## src/rtl/sw_sequence_decoder.sv

```systemverilog
// Switcher sequence decoder: finds SW_CLK / SW_FRAME rising edges in the 4-sample
// deserialized bus, tracks frame and row position, and raises sticky sequence errors.
module sw_sequence_decoder #(
    parameter int N_ROWS = 192,
    parameter int ROW_W  = 8
) (
    input  logic             CLK_80,
    input  logic             RESET_N,
    input  logic [15:0]      SW_DES,
    input  logic             ENABLE,
    input  logic             CLR_ERR,
    output logic             ROW_STB,
    output logic [ROW_W-1:0] ROW_ADDR,
    output logic [1:0]       ROW_PHASE,
    output logic             FRAME_STB,
    output logic             FRAME_DONE,
    output logic [15:0]      FRAME_CNT,
    output logic             IN_FRAME,
    output logic             GATE_ON,
    output logic             CLEAR_ON,
    output logic             ERR_SHORT,
    output logic             ERR_LONG,
    output logic             ERR_MULTI
);

    localparam logic [1:0] ST_IDLE     = 2'd0;
    localparam logic [1:0] ST_SEARCH   = 2'd1;
    localparam logic [1:0] ST_IN_FRAME = 2'd2;
    localparam logic [1:0] ST_POST     = 2'd3;

    localparam logic [ROW_W-1:0] LAST_ROW = ROW_W'(N_ROWS - 1);
    localparam logic [ROW_W-1:0] ROW_ZERO = {ROW_W{1'b0}};

    // Rising edge per sample; sample 0 is compared against the last sample of the previous cycle.
    function automatic logic [3:0] rise_vec(input logic [3:0] s, input logic prev);
        rise_vec = s & ~{s[2:0], prev};
    endfunction

    function automatic logic [1:0] first_idx(input logic [3:0] v);
        if (v[0]) begin
            first_idx = 2'd0;
        end else if (v[1]) begin
            first_idx = 2'd1;
        end else if (v[2]) begin
            first_idx = 2'd2;
        end else if (v[3]) begin
            first_idx = 2'd3;
        end else begin
            first_idx = 2'd0;
        end
    endfunction

    logic [1:0]       state_r;
    logic [ROW_W-1:0] row_cnt_r;
    logic             prev_clk_r;
    logic             prev_frame_r;

    logic [3:0]       clk_rise_s;
    logic [3:0]       frame_rise_s;
    logic             clk_edge_s;
    logic             clk_multi_s;
    logic [1:0]       clk_phase_s;
    logic             frame_edge_s;
    logic             unused_des_s;

    logic [1:0]       state_nxt_s;
    logic [ROW_W-1:0] row_cnt_nxt_s;
    logic [15:0]      fcnt_nxt_s;
    logic [ROW_W-1:0] row_addr_nxt_s;
    logic [1:0]       row_phase_nxt_s;
    logic             row_stb_s;
    logic             frame_stb_s;
    logic             frame_done_s;
    logic             set_short_s;
    logic             set_long_s;
    logic             set_multi_s;

    assign clk_rise_s   = rise_vec(SW_DES[3:0], prev_clk_r);
    assign frame_rise_s = rise_vec(SW_DES[7:4], prev_frame_r);
    assign clk_edge_s   = |clk_rise_s;
    assign clk_multi_s  = (clk_rise_s & (clk_rise_s - 4'd1)) != 4'd0;
    assign clk_phase_s  = first_idx(clk_rise_s);
    assign frame_edge_s = |frame_rise_s;
    assign unused_des_s = ^{SW_DES[14:12], SW_DES[10:8]};

    // Sequencer next-state: a frame edge always wins over a clock edge in the same cycle.
    always_comb begin
        state_nxt_s     = state_r;
        row_cnt_nxt_s   = row_cnt_r;
        fcnt_nxt_s      = FRAME_CNT;
        row_addr_nxt_s  = ROW_ADDR;
        row_phase_nxt_s = ROW_PHASE;
        row_stb_s       = 1'b0;
        frame_stb_s     = 1'b0;
        frame_done_s    = 1'b0;
        set_short_s     = 1'b0;
        set_long_s      = 1'b0;
        set_multi_s     = 1'b0;
        if (!ENABLE) begin
            state_nxt_s   = ST_IDLE;
            row_cnt_nxt_s = ROW_ZERO;
        end else begin
            case (state_r)
                ST_IDLE: begin
                    state_nxt_s = ST_SEARCH;
                end
                ST_SEARCH, ST_POST: begin
                    if (frame_edge_s) begin
                        state_nxt_s   = ST_IN_FRAME;
                        frame_stb_s   = 1'b1;
                        fcnt_nxt_s    = FRAME_CNT + 16'd1;
                        row_cnt_nxt_s = ROW_ZERO;
                    end else if (clk_edge_s && (state_r == ST_POST)) begin
                        set_long_s = 1'b1;
                    end else begin
                        state_nxt_s = state_r;
                    end
                end
                ST_IN_FRAME: begin
                    if (frame_edge_s) begin
                        set_short_s   = (row_cnt_r != ROW_ZERO);
                        frame_stb_s   = 1'b1;
                        fcnt_nxt_s    = FRAME_CNT + 16'd1;
                        row_cnt_nxt_s = ROW_ZERO;
                    end else if (clk_edge_s) begin
                        // Multi-edge error is only meaningful where a row is actually counted.
                        row_stb_s       = 1'b1;
                        row_addr_nxt_s  = row_cnt_r;
                        row_phase_nxt_s = clk_phase_s;
                        set_multi_s     = clk_multi_s;
                        if (row_cnt_r == LAST_ROW) begin
                            frame_done_s  = 1'b1;
                            state_nxt_s   = ST_POST;
                            row_cnt_nxt_s = ROW_ZERO;
                        end else begin
                            row_cnt_nxt_s = row_cnt_r + ROW_W'(1);
                        end
                    end else begin
                        state_nxt_s = ST_IN_FRAME;
                    end
                end
                default: begin
                    state_nxt_s   = ST_IDLE;
                    row_cnt_nxt_s = ROW_ZERO;
                end
            endcase
        end
    end

    // State, counters and all outputs registered; error set beats same-cycle clear.
    always_ff @(posedge CLK_80 or negedge RESET_N) begin
        if (!RESET_N) begin
            state_r      <= ST_IDLE;
            row_cnt_r    <= ROW_ZERO;
            prev_clk_r   <= 1'b0;
            prev_frame_r <= 1'b0;
            ROW_STB      <= 1'b0;
            ROW_ADDR     <= ROW_ZERO;
            ROW_PHASE    <= 2'd0;
            FRAME_STB    <= 1'b0;
            FRAME_DONE   <= 1'b0;
            FRAME_CNT    <= 16'd0;
            IN_FRAME     <= 1'b0;
            GATE_ON      <= 1'b0;
            CLEAR_ON     <= 1'b0;
            ERR_SHORT    <= 1'b0;
            ERR_LONG     <= 1'b0;
            ERR_MULTI    <= 1'b0;
        end else begin
            state_r      <= state_nxt_s;
            row_cnt_r    <= row_cnt_nxt_s;
            prev_clk_r   <= SW_DES[3];
            prev_frame_r <= SW_DES[7];
            ROW_STB      <= row_stb_s;
            ROW_ADDR     <= row_addr_nxt_s;
            ROW_PHASE    <= row_phase_nxt_s;
            FRAME_STB    <= frame_stb_s;
            FRAME_DONE   <= frame_done_s;
            FRAME_CNT    <= fcnt_nxt_s;
            IN_FRAME     <= (state_nxt_s == ST_IN_FRAME);
            GATE_ON      <= SW_DES[15];
            CLEAR_ON     <= SW_DES[11];
            ERR_SHORT    <= (ERR_SHORT & ~CLR_ERR) | set_short_s;
            ERR_LONG     <= (ERR_LONG  & ~CLR_ERR) | set_long_s;
            ERR_MULTI    <= (ERR_MULTI & ~CLR_ERR) | set_multi_s;
        end
    end

endmodule

```

## config.mk

```make
export PLATFORM = sky130hd
export DESIGN_NAME = sw_sequence_decoder
export DESIGN_NICKNAME = d
export VERILOG_FILES = /design/src/rtl/sw_sequence_decoder.sv
export SDC_FILE = /design/constraint.sdc
export NUM_CORES = 1
export LEC_CHECK = 0
export CORE_ASPECT_RATIO = 1.4
export CORE_MARGIN = 2
export CORE_UTILIZATION = 49
export DETAILED_ROUTE_END_ITERATION = 10
export PLACE_DENSITY = 0.82
export SETUP_SLACK_MARGIN = 0.2
export SYNTH_ARGS = -nofsm -noshare
export SYNTH_HDL_FRONTEND = slang
export SYNTH_SLANG_ARGS = --single-unit
```

## constraint.sdc

```tcl
create_clock -name CLK_80 -period 2.47 [get_ports CLK_80]
set_clock_uncertainty 0.05 [all_clocks]
set_input_delay 0.494 -clock CLK_80 [delete_from_list [all_inputs] [get_ports CLK_80]]
set_output_delay 0.494 -clock CLK_80 [all_outputs]
set_load 0.02 [all_outputs]
```

==> reports/qor.yml <==
worst_pin_slew_ns: 0.560
synth_top_cell_area_share_pct: 53.0
wirelength_um: 4530
grt_usage_pct: 19.8
rows: 29
outcome: "complete, no violations"
regToRegSetupSlack_ns: 0.46
clk_latency_ns: 0.30
cts_max_level: 2
hold_viol: 0
synth_compound_area_share_pct: 6.76
place_hpwl_um: 3320
cts_tree: "done"
initial_core_util_pct: 49.8
place.port_buffers: 48
setup_viol: 0
cp_max_fo: 4
ant_nets: 0
crit_type: "in2reg"
synth_mux_area_share_pct: 5.97
ir_drop_mv: 0.359
sw_frac_of_total_pct: 29.5
wl_per_cell_um: 14.4
min_path_type: "in2async"
rsz0062_at_grt: "false"
worstPathArrival_ns: 2.23
die-area_um2: 5090
path_buf_inv: 1
routabilityCongestion: 0.821
grt_pass1_wl_um: 7800
cts.sink_count: 47
power.total_mw: 1.77
synth_xor_xnor_area_share_pct: 5.92
setup_slack_ns: 0.381
grt_max_degree: 26
syn_nets: 220
post-route-min-period_ns: 2.09
yosys.cell_types.count: 45
internal_power_mw: 1.25
maxSlewHeadroom_pct: 62.6
cts_buffer_depth: 2
viasPerCell: 5.58
finalNetCount: 275
drive_above_1_share_pct: 14.2
pwr-share-seq_pct: 50.9
place_ws_ns: -0.0792
crit_path_top_delay_cell: "or4_4"
p_leak_nw: 1.23
synth_top_area_cell: "dfrtp_1"
ctsHoldBuffers: 0
dp.cells: 307
overflow: 0
num_antenna_cells: 0
synth_top_family_by_area: "simple AND/OR/NAND/NOR gates"
yosysSeqAreaShare_pct: 53.0
ios: 55
yosys_register_bits: 47
slew_viol_final: 0
slowest_delay_ns: 0.56
cts-root-buf: "clkbuf_8"
synth_top_cells_by_area: "dfrtp_1 (53%), xnor2_1 (5.1%), mux2_2 (4.6%)"
drt_first_pass_iters: 4
p_per_area_nw_per_um2: 607
p_comb_share_pct: 21.6
drt_iter0_drc: 88
syn_area_um2: 2220
postSynthAreaPerCell_um2: 11.3
syn2layout_area_growth_pct: 31.4
fp.dieH_um: 83.7
layout_common_cells: "dfrtp_1 (47), clkdlybuf4s50_1 (47), nand4_1 (16), nand3_1 (13), xnor2_1 (13)"
clkPwrFrac_pct: 27.5
fin_cells: 315
max_freq_mhz: 479
worst_setup_path_start_kind: "primary input"
crit_family: "simple AND/OR/NAND/NOR gates"
synthCells: 197
cap_violations: 0
drc: 0
path_cells: "clkdlybuf4s50_1 -> nor2b_4 -> or4_4 -> or3_1 -> and3_1"
cts.clk_slew.worst_paths_ns: 0.09
critPathRequiredTime_ns: 2.61
cts_made_buffers: 5
final_util_pct: 65.4
vias: 1758
synth_fa_ha_area_share_pct: 1.69
die_w_um: 60.9
p_sw_mw: 0.523
yosysWarnings: 0
coreArea_um2: 4460
post-route-period-util_pct: 84.6
grt_pass1_vias: 1745
antenna_found_initial: 0
synth-simple-area-share_pct: 22.6
postCtsSetupBuffers: 0
whs_ns: 0.125
cp-end-kind: "register"
-- per-stage QoR --
stage               setup TNS [ns]  area (um^2)
floorplan                        0         2220
detailed placement          -0.436         2810
global placement            -0.394         2810
global route                     0         2920
finish                           0         2920
CTS                              0         2910
-- sequential cells by signal, indices dropped and copies added, names as in the netlist, 2 cells and up --
signal and flops:
FRAME_CNT 16, ROW_ADDR 8, row_cnt_r 8, ROW_PHASE 2
state_r 2
-- final timing paths --
check                               from  cells past startpoint       endpoint
max                            SW_DES[6]                      5       IN_FRAME
min                              RESET_N                      1       CLEAR_ON
max reg2reg                 row_cnt_r[0]                      5       IN_FRAME
min reg2reg                FRAME_CNT[15]                      1  FRAME_CNT[15]
max in group asynchronous        RESET_N                      2        ROW_STB
min in group CLK_80        FRAME_CNT[15]                      1  FRAME_CNT[15]
-- final cells by class --
type	instances	area, um^2
clock inverters	2	16.3
inverters	9	33.8
well taps	62	77.6
repair buffers	59	571
multi-input cells	130	961
fillers	351	1550
clock buffers	6	82.6
flip-flops and latches	47	1180
-- layer usage --
metal	share of wire, %	vias to the layer above	GRT usage [%]
met2	53	56	31.9
li1	-	824	-
met5	0	-	0
met1	41	871	25.4
met3	4.2	7	4.34
met4	1.8	0	7.71
-- cell families (layout without fill, tap and decap cells) --
kind of cell / after synthesis / in the layout
flops: 47 / 47
simple gates: 78 / 78
xor+xnor: 15 / 15
compound gates: 22 / 22
fa+ha+maj: 3 / 3
buf+inv: 20 / 76
mux: 12 / 12
-- timing repair --
action / 4_1_cts / 5_1_grt
resized for setup: 0 / 1
endpoints found under the hold margin: 0 / 0
endpoints found under the setup margin: 0 / 7
-- power by group through the flow --
stage	logic [mW]	clock network [mW]	registers, mW
after floorplan	0.123	0	0.970
after global routing	0.415	0.531	0.915
after CTS	0.383	0.503	0.902
after detailed placement	0.382	0	0.915
after global placement	0.372	0	0.911
final	0.383	0.487	0.902
-- cell usage after synthesis --
library cell,number
nand2b_1,4
or4_1,1
clkbuf_1,5
o22ai_1,2
nor4_4,1
inv_1,9
a41oi_1,2
o221ai_1,4
and2b_1,1
buf_2,2
and4b_1,1
nor3_1,1
o21a_1,1
o2111ai_1,1
nand3_1,13
nor2b_1,5
o21ai_0,2
nor2b_4,2
nand2_1,6
buf_6,1
mux2i_1,2
nand4_1,16
a31oi_1,5
and2_1,2
buf_1,1
or2_2,1
nor4_1,3
mux2_1,1
nand3b_1,1
dfrtp_1,47
a21oi_1,4
buf_4,1
clkbuf_2,1
ha_1,3
a21boi_1,1
nand4b_1,2
and3_4,1
and4_1,4
nor2_1,6
and3_1,5
xor2_1,2
xnor2_1,13
or3_1,1
or4_4,1
mux2_2,9
Power figures use the tool's default switching activity.
